**src/rtl/ct_idu_rf_pipe2_launch_ctrl.sv**
```systemverilog
// ct_idu_rf_pipe2_launch_ctrl
// RF-stage launch controller for pipe2 (branch/jump pipe).
// Holds one BIQ issue in the RF register, launches it to BJU EX1 when the
// operands are ready, EX1 is not stalled and a BJU PC-FIFO credit is free.
// Optional performance counters are enabled by defining CT_IDU_PIPE2_PERF_CNT_EN.
module ct_idu_rf_pipe2_launch_ctrl #(
    parameter int unsigned CREDIT_NUM = 8,
    parameter int unsigned CREDIT_W   = 4,
    parameter int unsigned IID_W      = 7
) (
    input  logic               forever_cpuclk,
    input  logic               cpurst_b,
    input  logic               rtu_yy_xx_flush,
    input  logic               rtu_idu_flush_fe,
    input  logic               biq_rf_pipe2_issue_vld,
    input  logic [31:0]        biq_rf_pipe2_opcode,
    input  logic [IID_W-1:0]   biq_rf_pipe2_iid,
    output logic               rf_biq_pipe2_issue_rdy,
    input  logic               rf_pipe2_src_no_rdy,
    input  logic               bju_rf_pipe2_stall,
    input  logic               bju_idu_pcfifo_pop,
    output logic [31:0]        rf_pipe2_decd_opcode,
    input  logic [7:0]         pipe2_decd_func,
    input  logic [20:0]        pipe2_decd_offset,
    output logic               idu_bju_ex1_sel,
    output logic [7:0]         idu_bju_ex1_func,
    output logic [20:0]        idu_bju_ex1_offset,
    output logic [IID_W-1:0]   idu_bju_ex1_iid,
    output logic               rf_biq_pipe2_launch_fail,
    output logic [IID_W-1:0]   rf_biq_pipe2_launch_fail_iid
`ifdef CT_IDU_PIPE2_PERF_CNT_EN
    ,
    output logic [15:0]        rf_pipe2_fail_cnt,
    output logic [15:0]        rf_pipe2_credit_stall_cnt
`endif
);

    localparam logic [CREDIT_W-1:0] CREDIT_FULL = CREDIT_W'(CREDIT_NUM);

    logic                rf_vld;
    logic [31:0]         rf_opcode;
    logic [IID_W-1:0]    rf_iid;
    logic [CREDIT_W-1:0] credit_cnt;

    logic                rf_vld_nxt;
    logic [31:0]         rf_opcode_nxt;
    logic [IID_W-1:0]    rf_iid_nxt;
    logic [CREDIT_W-1:0] credit_cnt_nxt;

    logic flush;
    logic credit_nz;
    logic launch;
    logic fail;
    logic hold;
    logic issue_rdy;
    logic issue;

    // Launch / fail / hold qualification; flush dominates, then stall, then operands, then credits
    assign flush     = rtu_yy_xx_flush | rtu_idu_flush_fe;
    assign credit_nz = (credit_cnt != '0);
    assign launch    = rf_vld & ~flush & ~bju_rf_pipe2_stall & ~rf_pipe2_src_no_rdy & credit_nz;
    assign fail      = rf_vld & ~flush & ~bju_rf_pipe2_stall & rf_pipe2_src_no_rdy;
    assign hold      = rf_vld & ~flush & ~launch & ~fail;

    // Accept only when the RF slot frees this cycle and a credit remains for the newcomer
    assign issue_rdy = ~flush & (~rf_vld | launch | fail) & (credit_cnt > CREDIT_W'(launch));
    assign issue     = biq_rf_pipe2_issue_vld & issue_rdy;

    // Next-state for the RF entry and the PC-FIFO credit counter
    always_comb begin
        rf_vld_nxt     = hold;
        rf_opcode_nxt  = rf_opcode;
        rf_iid_nxt     = rf_iid;
        credit_cnt_nxt = credit_cnt;

        if (issue) begin
            rf_vld_nxt    = 1'b1;
            rf_opcode_nxt = biq_rf_pipe2_opcode;
            rf_iid_nxt    = biq_rf_pipe2_iid;
        end

        // Full flush empties the PC-FIFO, so all credits come back at once
        if (rtu_yy_xx_flush) begin
            credit_cnt_nxt = CREDIT_FULL;
        end else if (launch && !bju_idu_pcfifo_pop) begin
            credit_cnt_nxt = credit_cnt - CREDIT_W'(1);
        end else if (!launch && bju_idu_pcfifo_pop && (credit_cnt != CREDIT_FULL)) begin
            credit_cnt_nxt = credit_cnt + CREDIT_W'(1);
        end
    end

    // RF-stage state registers
    always_ff @(posedge forever_cpuclk or negedge cpurst_b) begin
        if (!cpurst_b) begin
            rf_vld     <= 1'b0;
            rf_opcode  <= '0;
            rf_iid     <= '0;
            credit_cnt <= CREDIT_FULL;
        end else begin
            rf_vld     <= rf_vld_nxt;
            rf_opcode  <= rf_opcode_nxt;
            rf_iid     <= rf_iid_nxt;
            credit_cnt <= credit_cnt_nxt;
        end
    end

    // Launch and fail outputs derive from the RF registers in the same cycle
    assign rf_biq_pipe2_issue_rdy       = issue_rdy;
    assign rf_pipe2_decd_opcode         = rf_opcode;
    assign idu_bju_ex1_sel              = launch;
    assign idu_bju_ex1_func             = launch ? pipe2_decd_func   : 8'h0;
    assign idu_bju_ex1_offset           = launch ? pipe2_decd_offset : 21'h0;
    assign idu_bju_ex1_iid              = launch ? rf_iid            : '0;
    assign rf_biq_pipe2_launch_fail     = fail;
    assign rf_biq_pipe2_launch_fail_iid = fail ? rf_iid : '0;

`ifdef CT_IDU_PIPE2_PERF_CNT_EN
    logic credit_stall;
    assign credit_stall = rf_vld & ~flush & ~bju_rf_pipe2_stall & ~rf_pipe2_src_no_rdy & ~credit_nz;

    // Saturating event counters, cleared by reset only
    always_ff @(posedge forever_cpuclk or negedge cpurst_b) begin
        if (!cpurst_b) begin
            rf_pipe2_fail_cnt         <= 16'h0;
            rf_pipe2_credit_stall_cnt <= 16'h0;
        end else begin
            if (fail && (rf_pipe2_fail_cnt != 16'hFFFF)) begin
                rf_pipe2_fail_cnt <= rf_pipe2_fail_cnt + 16'h1;
            end
            if (credit_stall && (rf_pipe2_credit_stall_cnt != 16'hFFFF)) begin
                rf_pipe2_credit_stall_cnt <= rf_pipe2_credit_stall_cnt + 16'h1;
            end
        end
    end
`endif

endmodule

```
**config.mk**
```make
export PLATFORM = sky130hd
export DESIGN_NAME = ct_idu_rf_pipe2_launch_ctrl
export DESIGN_NICKNAME = d
export VERILOG_FILES = /design/src/rtl/ct_idu_rf_pipe2_launch_ctrl.sv
export SDC_FILE = /design/constraint.sdc
export NUM_CORES = 1
export LEC_CHECK = 0
export BUFFER_PORTS_ARGS = -buffer_cell sky130_fd_sc_hd__buf_2
export CORE_ASPECT_RATIO = 0.6
export CORE_MARGIN = 2
export CORE_UTILIZATION = 46
export DETAILED_ROUTE_END_ITERATION = 8
export PLACE_DENSITY_LB_ADDON = 0.1
export SYNTH_ARGS = -nofsm -noshare
export SYNTH_HDL_FRONTEND = slang
export SYNTH_SLANG_ARGS = --single-unit
export TNS_END_PERCENT = 5
```
**constraint.sdc**
```tcl
create_clock -name forever_cpuclk -period 5.8 [get_ports forever_cpuclk]
set_clock_uncertainty 0.1 [all_clocks]
set_input_delay 0.29 -clock forever_cpuclk [delete_from_list [all_inputs] [get_ports forever_cpuclk]]
set_output_delay 0.29 -clock forever_cpuclk [all_outputs]
set_load 0.01 [all_outputs]
```
== Yosys cells after proc, flatten, opt, wreduce, memory -nomap -nowiden ==
Index checks and enable logic that the tools add are counted.
Word-level totals
  register bits: 44
  logic and storage cells: 42
Cells by class
  add/sub/neg operators: 2
  order comparisons: 1
  eq/ne operators: 1
  mux-type cells: 8
  bitwise operators: 19
  reductions and logical operators: 7
Operator list (count)
  21-bit two-way mux: 1
  7-bit two-way mux: 2
  4-bit two-way mux: 3
  1-bit AND: 10
  8-bit two-way mux: 1
  1-bit inverter: 6
  4-bit by 1-bit adder with 4-bit output, second input constant: 1
  4-bit by 1-bit > comparator with 1-bit output: 1
  4-bit inequality test, second input constant: 1
  4-bit nonzero test: 1
  4-bit by 1-bit subtractor with 4-bit output, second input constant: 1
  1-bit logical AND: 3
  1-bit OR: 3
  3-bit nonzero test: 1
  1-bit zero test: 2
  1-bit two-way mux: 1

== Depth between registers and ports, before layout ==
Gate-level depths: netlist (run 1).
  word-level depth: 12
  mapped depth: 13

== Worst setup path after synthesis (run 1) ==
No wires, ideal clock.
  path kind: flip-flop to flip-flop
  start: register rf_vld
  end: register rf_iid[0]
  arrival: 3117 ps
  required time: 5575 ps
  setup slack: 2458 ps
  cell stages (with the launch flop): 14
  buffers on the path: 4
  period minus slack after synthesis: 3342 ps
  path through: dfrtp_1 -> or4b_1 -> clkbuf_2 -> or3_4 -> inv_1 -> clkbuf_1 -> buf_2 -> ha_1 -> nor2_1 -> o41ai_1 -> a31oi_4 -> nand2_4 -> buf_6 -> mux2_4
Between the ends
  cells in the longest elaborated chain, start to end: 9
RTL lines
  start: declaration: RTL line 40  | logic rf_vld;
  start signal: assignment: RTL line 100  | rf_vld <= rf_vld_nxt;
  1-bit AND * (4 in a row): RTL line 61  | assign launch = rf_vld & ~flush & ~bju_rf_pipe2_stall & ~rf_pipe2_src_no_rdy & credit_nz;
  named net idu_bju_ex1_sel: RTL line 25  | output logic idu_bju_ex1_sel,
  parallel branches: the longest is 3 deep, another holds 4-bit by 1-bit > comparator with 1-bit output
  1-bit AND *: RTL line 66  | assign issue_rdy = ~flush & (~rf_vld | launch | fail) & (credit_cnt > CREDIT_W'(launch));
  named net rf_biq_pipe2_issue_rdy: RTL line 18  | output logic rf_biq_pipe2_issue_rdy,
  1-bit AND *: RTL line 67  | assign issue = biq_rf_pipe2_issue_vld & issue_rdy;
  end signal: assignment: RTL line 102  | rf_iid <= rf_iid_nxt;
  end: declaration: RTL line 42  | logic [IID_W-1:0] rf_iid;
Mark *: on every way through the listed nets, which the timed path passes.
A chain may end at the register's enable or synchronous reset.

== Final worst setup path (run 1) ==
  start: register rf_vld
  end: register rf_iid[0]
Between the ends
  cells in the longest elaborated chain, start to end: 9
RTL lines (RTL line)
  parallel branches: the longest is 7 deep, another holds 4-bit by 1-bit > comparator with 1-bit output
  1-bit AND *: 66
  1-bit AND *: 67
Every way passes the cells marked *.

==> results of run 1 <==
## cell usage in the layout, fill, tap and decap left out, types with 2 or more instances in the layout
| cell type | synthesis | final |
|---|---|---|
| mux2_4 | 39 | 39 |
| mux2i_1 | 3 | 3 |
| inv_1 | 4 | 4 |
| o21ai_0 | 2 | 2 |
| clkbuf_8 | 0 | 5 |
| dfrtp_1 | 43 | 43 |
| o21bai_1 | 2 | 2 |
| ha_1 | 3 | 3 |
| nor2_1 | 8 | 8 |
| buf_2 | 1 | 153 |
| o41ai_1 | 3 | 3 |
| nand2_1 | 3 | 3 |
| nor3_1 | 3 | 3 |
| and2_1 | 43 | 43 |
## worst reg2reg max path, cell delays in order, from the launching register on
cell and delay [ns]:
dfrtp_1 0.41, or4b_1 0.59, or3_4 0.42, inv_1 0.62, ha_1 0.27, nor2_1 0.05
o41ai_1 0.45, a31oi_4 0.08, nand2_4 0.56, mux2_4 0.38
## synthesized netlist by cell type, types with 2 or more instances
| master | n | area share, % |
|---|---|---|
| nor3_1 | 3 | 0.63 |
| o21ai_0 | 2 | 0.42 |
| o21bai_1 | 2 | 0.63 |
| mux2_4 | 39 | 25 |
| buf_6 | 4 | 1.9 |
| nand2_1 | 3 | 0.48 |
| nor2_1 | 8 | 1.3 |
| inv_1 | 4 | 0.63 |
| o41ai_1 | 3 | 1.1 |
| mux2i_1 | 3 | 1.3 |
| dfrtp_1 | 43 | 45 |
| and2_1 | 43 | 11 |
| clkbuf_1 | 5 | 0.79 |
| ha_1 | 3 | 1.6 |
## layer usage
| metal | up-vias | GRT usage (%) |
|---|---|---|
| met5 | - | 0 |
| met4 | 0 | 5.43 |
| met3 | 5 | 4.95 |
| met2 | 79 | 32.0 |
| met1 | 862 | 24.7 |
| li1 | 922 | - |
## cells by family (layout without fill, tap and decap cells)
group / count (synthesis) / after routing / synth area share [%]
AND/OR/NAND/NOR: 65 / 65 / 16.5
flip-flops: 44 / 44 / 46.5
buffers and inverters: 15 / 164 / 3.75
multiplexers: 43 / 43 / 26.5
adder cells (fa/ha/maj): 3 / 3 / 1.58
XOR/XNOR: 2 / 2 / 0.739
AO/OA/AOI/OAI: 12 / 12 / 4.49
## flip-flops by register name, indices dropped and copies added (netlist names)
name                  cells
rf_pipe2_decd_opcode     32
credit_cnt                4
rf_iid                    7
rf_vld                    1
## report_power, final
part / total, uW / switching (uW) / internal [uW]
registers: 425 / 46.4 / 379
clock network: 180 / 98.8 / 81.5
logic: 262 / 102 / 161
## through the flow
stage / hold WS (ns) / area (um^2) / utilization, % / setup WS (ns) / cells
final: 0.0492 / 3230 / 64.5 / 1.75 / 399
after global routing: 0.111 / 3230 / 64.5 / 1.48 / 399
after CTS: 0.0674 / 3230 / 64.5 / 1.74 / 399
after detailed placement: 0.389 / 3140 / 62.8 / 1.62 / 392
after global placement: 0.390 / 3140 / 62.8 / 1.76 / 392
after floorplan: -0.106 / 2370 / - / 2.46 / 184
## path summary, 6_finish.rpt
path / startpoint / to / slack [ns]
worst min-delay path: cpurst_b / rf_pipe2_decd_opcode[10]$_DFFE_PN0P_ / 0.05
max in group asynchronous: cpurst_b / rf_pipe2_decd_opcode[17]$_DFFE_PN0P_ / 4.95
worst min register to register: rf_pipe2_decd_opcode[20]$_DFFE_PN0P_ / rf_pipe2_decd_opcode[20]$_DFFE_PN0P_ / 0.41
worst max register to register: rf_vld$_DFF_PN0_ / rf_iid[0]$_DFFE_PN0P_ / 1.75
worst max-delay path: rf_vld$_DFF_PN0_ / rf_iid[0]$_DFFE_PN0P_ / 1.75
min in group forever_cpuclk: rtu_yy_xx_flush / credit_cnt[1]$_DFFE_PN0P_ / 0.12
## final cells by class
type / count / area [um^2]
clock buffer: 5 / 68.8
clock inverter: 2 / 12.5
fill: 431 / 1780
inverter: 4 / 15.0
multi-input combinational: 125 / 1180
sequential: 44 / 1100
tap: 66 / 82.6
timing repair buffer: 153 / 766
==> impl_metrics.csv, run 1 <==
group,metric,value,unit
placement,port_buffers,153,
final_layout,layout-drive-gt1-share,61.6,%
drt,wl_met2,2.73,mm
yosys,syn_inst,184,
critical_path,worst-path-buf-inv,1,
critical_path,slowest_delay,0.62,ns
die,die_x,96.7,um
yosys,seq_area_frac_synth,46.5,%
drt,ant_nets,0,
drt,top_layer_used,"met4",
timing,slew_violations,0,
timing,rsz0062_at_grt,"false",
critical_path,crit_family,"simple AND/OR/NAND/NOR gates",
power,p_total,868,uW
power,p_leak,0.00189,uW
timing,tns,0,ns
timing,final.period_utilization,69.8,%
clocking,cts_buffers,5,
timing,fin_crit,4.05,ns
die,core,5000,um^2
critical_path,cp.depth,9,
timing,finalSetupViolations,0,
timing,fmax,0.247,GHz
drt,vias_per_cell,4.68,
placement,routabilityCongestion,0.829,
die,rows,20,
critical_path,ff2ff_path_depth,9,
power,max-vdd-ir-drop,160,uV
yosys,synth_edf_count,0,
yosys,ys.flop_type,"dfrtp_1",
final_layout,n_antenna_cell,0,
placement,post-dp-hpwl,4.32,mm
drt,drt_iter0_markers,50,
drt,drt-total-wl,5.61,mm
critical_path,crit_path_end_kind,"flip-flop",
global_route,grt_overflow,0,
status,status,"finished, final reports clean",
clocking,postCtsSetupBuffers,0,
critical_path,crit_fanout,40,
drt,wl_per_cell,14.1,um
critical_path,crit_type,"flip-flop to flip-flop",
drt,drt-met1-wl,2.44,mm
critical_path,cp.arrival,4.12,ns
critical_path,start_kind,"flip-flop",
global_route,antenna_found_initial,0,
global_route,grt_pass1_wl,8.54,mm
global_route,grt_max_degree,45,
final_layout,finalNetCount,412,
drt,first_pass_iters,4,
clocking,cts_buffer_depth,2,
power,p_per_area,269,nW/um^2
min_path,hp-class,"input pin to async pin",
critical_path,cp.required,5.87,ns
yosys,synth_area_per_cell,12.9,um^2
clocking,htree_levels,2,
critical_path,critPathSlowestCell,"inv_1",
yosys,synth_fp_nets,263,
clocking,clk_pin_slew_worst_paths,0.08,ns
die,ioPinCount,154,
clocking,clockRootBuffer,"clkbuf_8",
timing,tightest_slew,0.969,ns
die,die_h,59.6,um
clocking,worst_skew_pair.late_latency,0.29,ns
flow_run,maxCapViolCount,0,
clocking,cts_tree,"done",
yosys,synth-seq-cells,44,
die,start_util,47.4,%
die,fp.dieArea,5760,um^2
yosys,synth_area,2370,um^2
yosys,async_flop_share,100,%
yosys,ys_types,33,
clocking,holdBufCountCts,0,
yosys,yosysWarnings,0,
timing,hold_viol_final,0,
timing,max-slew-margin-rel,35.4,%
drt,wl_met3,398,um
drt,vias,1868,
clocking,cts.sinks,44,
global_route,first_global_vias,1740,
critical_path,cp_cell_sequence,"or4b_1 > or3_4 > inv_1 > ha_1 > nor2_1 > o41ai_1 > a31oi_4 > nand2_4 > mux2_4",
final_layout,syn_to_final_growth,36.1,%
clocking,cts.repair.resized,0,
drt,drc,0,
global_route,gr-usage-all-layers,19.0,%
(Power assumes the default switching activity.)
==> run 2: changes to the inputs <==
--- a/config.mk
+++ b/config.mk
@@ -8,7 +8,7 @@
 export BUFFER_PORTS_ARGS = -buffer_cell sky130_fd_sc_hd__buf_2
 export CORE_ASPECT_RATIO = 0.6
 export CORE_MARGIN = 2
-export CORE_UTILIZATION = 46
+export CORE_UTILIZATION = 38
 export DETAILED_ROUTE_END_ITERATION = 8
 export PLACE_DENSITY_LB_ADDON = 0.1
 export SYNTH_ARGS = -nofsm -noshare
==> constraint.sdc (replaced) <==
create_clock -name forever_cpuclk -period 3.6 [get_ports forever_cpuclk]
set_clock_uncertainty 0.1 [all_clocks]
set_input_delay 0.18 -clock forever_cpuclk [delete_from_list [all_inputs] [get_ports forever_cpuclk]]
set_output_delay 0.18 -clock forever_cpuclk [all_outputs]
set_load 0.01 [all_outputs]
==> impl_metrics.csv, run 2 (synthesis gave the netlist of run 1 again) <==
group,metric,value,unit
status,status,"finished, final reports clean",
final_layout,largest_register_ffs,32,
power,p_per_area,450,nW/um^2
die,rows,22,
timing,max-slew-margin-rel,34.4,%
global_route,grt_overflow,0,
timing,rsz0062_at_grt,"false",
drt,wl_met3,517,um
final_layout,layout.cells.non_filler,424,
global_route,first_global_vias,1861,
placement,place_ws,0.291,ns
clocking,worst_skew_pair.late_latency,0.28,ns
timing,worst_hold_slack,0.0124,ns
critical_path,reg2reg_from,"rf_vld$_DFF_PN0_",
critical_path,crit_fanout,26,
drt,vias_per_cell,4.58,
final_layout,finalNetCount,418,
power,p_seq_share,45.4,%
drt,drt_iter0_markers,84,
critical_path,ff2ff_path_depth,10,
timing,tightest_slew,0.985,ns
timing,fmax,0.300,GHz
die,start_util,39.1,%
final_layout,syn_to_final_growth,41.6,%
timing,fin_crit,3.33,ns
timing,tns,0,ns
drt,first_pass_iters,4,
power,sw_frac_of_total,27.1,%
final_layout,layout-drive-gt1-share,61.2,%
min_path,whs_path_depth,2,
die,fp.dieArea,6900,um^2
min_path,min-delay-start,"biq_rf_pipe2_opcode[30]",
critical_path,cp.arrival,3.41,ns
critical_path,start_kind,"flip-flop",
drt,wl_met2,2.82,mm
global_route,gr-usage-all-layers,17.2,%
placement,post-dp-hpwl,4.66,mm
clocking,postCtsSetupBuffers,0,
drt,vias,1940,
clocking,cts_tree,"done",
clocking,holdBufCountCts,2,
critical_path,crit_type,"flip-flop to flip-flop",
clocking,cts.repair.resized,0,
critical_path,r2r-end,"rf_pipe2_decd_opcode[20]$_DFFE_PN0P_",
global_route,antenna_found_initial,0,
global_route,grt_pass1_wl,9.23,mm
final_layout,mostFrequentLayoutCells,"153 x buf_2, 43 x and2_1, 43 x dfrtp_1",
placement,port_buffers,153,
critical_path,cp.required,3.68,ns
die,ioPinCount,154,
critical_path,crit_path_end_kind,"flip-flop",
min_path,hold_path_end,"rf_pipe2_decd_opcode[30]$_DFFE_PN0P_",
timing,slew_violations,0,
drt,drt-total-wl,6.04,mm
power,p_leak,0.00194,uW
die,die_h,65.2,um
die,die_x,106,um
timing,finalWorstSetupSlack,0.268,ns
power,p_sw,409,uW
drt,drc,0,
final_layout,layout_commonest_cell,"buf_2",
clocking,clk_pin_slew_worst_paths,0.09,ns
power,p_int,1100,uW
clocking,cts_buffers,5,
clocking,clockRootBuffer,"clkbuf_8",
clocking,htree_levels,2,
power,p_comb_share,28.4,%
drt,drt-met1-wl,2.67,mm
global_route,grt_max_degree,45,
timing,finalSetupViolations,0,
die,core,6060,um^2
timing,hold_viol_final,0,
timing,final.period_utilization,92.6,%
drt,ant_nets,0,
placement,routabilityCongestion,0.818,
final_layout,n_antenna_cell,0,
placement,dp.cells,412,
power,max-vdd-ir-drop,251,uV
drt,wl_per_cell,14.2,um
drt,top_layer_used,"met4",
clocking,cts_buffer_depth,2,
clocking,cts.sinks,44,
final_layout,nFillCells,542,
min_path,hp-class,"input pin to flip-flop",
flow_run,maxCapViolCount,0,
critical_path,rrSetupSlack,0.27,ns
power,power_frac_clock,26.2,%
[run 2: how the worst max path moves through the flow]
stage | from | end | cells after the start | slack [ns]
final | rf_vld$_DFF_PN0_ | rf_pipe2_decd_opcode[20]$_DFFE_PN0P_ | 10 | 0.27
after global routing | rf_vld$_DFF_PN0_ | rf_pipe2_decd_opcode[20]$_DFFE_PN0P_ | 10 | 0.14
after CTS | rf_vld$_DFF_PN0_ | rf_pipe2_decd_opcode[20]$_DFFE_PN0P_ | 10 | 0.28
after detailed placement | rf_vld$_DFF_PN0_ | rf_pipe2_decd_opcode[23]$_DFFE_PN0P_ | 10 | 0.29
after global placement | rf_vld$_DFF_PN0_ | rf_pipe2_decd_opcode[22]$_DFFE_PN0P_ | 10 | 0.39
after floorplan | rf_vld$_DFF_PN0_ | rf_iid[0]$_DFFE_PN0P_ | 13 | 0.26
[run 2: final cells by class]
cell class	instances	area (um^2)	share of cell area, %
well taps	84	105	3.13
clock inverters	2	38.8	1.16
clock buffers	6	82.6	2.46
multi-input cells	125	1180	35.1
inverters	4	15.0	0.447
repair buffers	159	833	24.8
flip-flops and latches	44	1100	32.8
[run 2: metrics by stage]
step	cell area, um^2	utilization [%]	total power (uW)
detailed placement	3190	52.7	1120
floorplan	2370	-	939
global route	3360	55.4	1590
finish	3360	55.4	1510
CTS	3340	55.1	1530
global placement	3190	52.7	1110
[run 2: power by group through the flow]
| stage | Clock (uW) | Sequential, uW | Combinational, uW |
|---|---|---|---|
| finish | 395 | 685 | 428 |
| global route | 426 | 703 | 463 |
| global placement | 0 | 691 | 423 |
| detailed placement | 0 | 690 | 432 |
| floorplan | 0 | 725 | 214 |
| CTS | 408 | 685 | 433 |
[run 2: worst max-delay path, stage by stage (launching register included)]
cell	delay [ns]
dfrtp_1	0.42
or4b_1	0.60
or3_4	0.42
inv_1	0.09
ha_1	0.14
nor2_1	0.04
o41ai_1	0.46
a31oi_4	0.07
nand2_4	0.28
buf_12	0.27
mux2_4	0.32
[run 2: per-layer routing]
layer,up-vias,track usage (%)
met5,-,0
met4,0,3.95
met3,5,5.56
met2,86,28.0
met1,919,22.7
li1,930,-
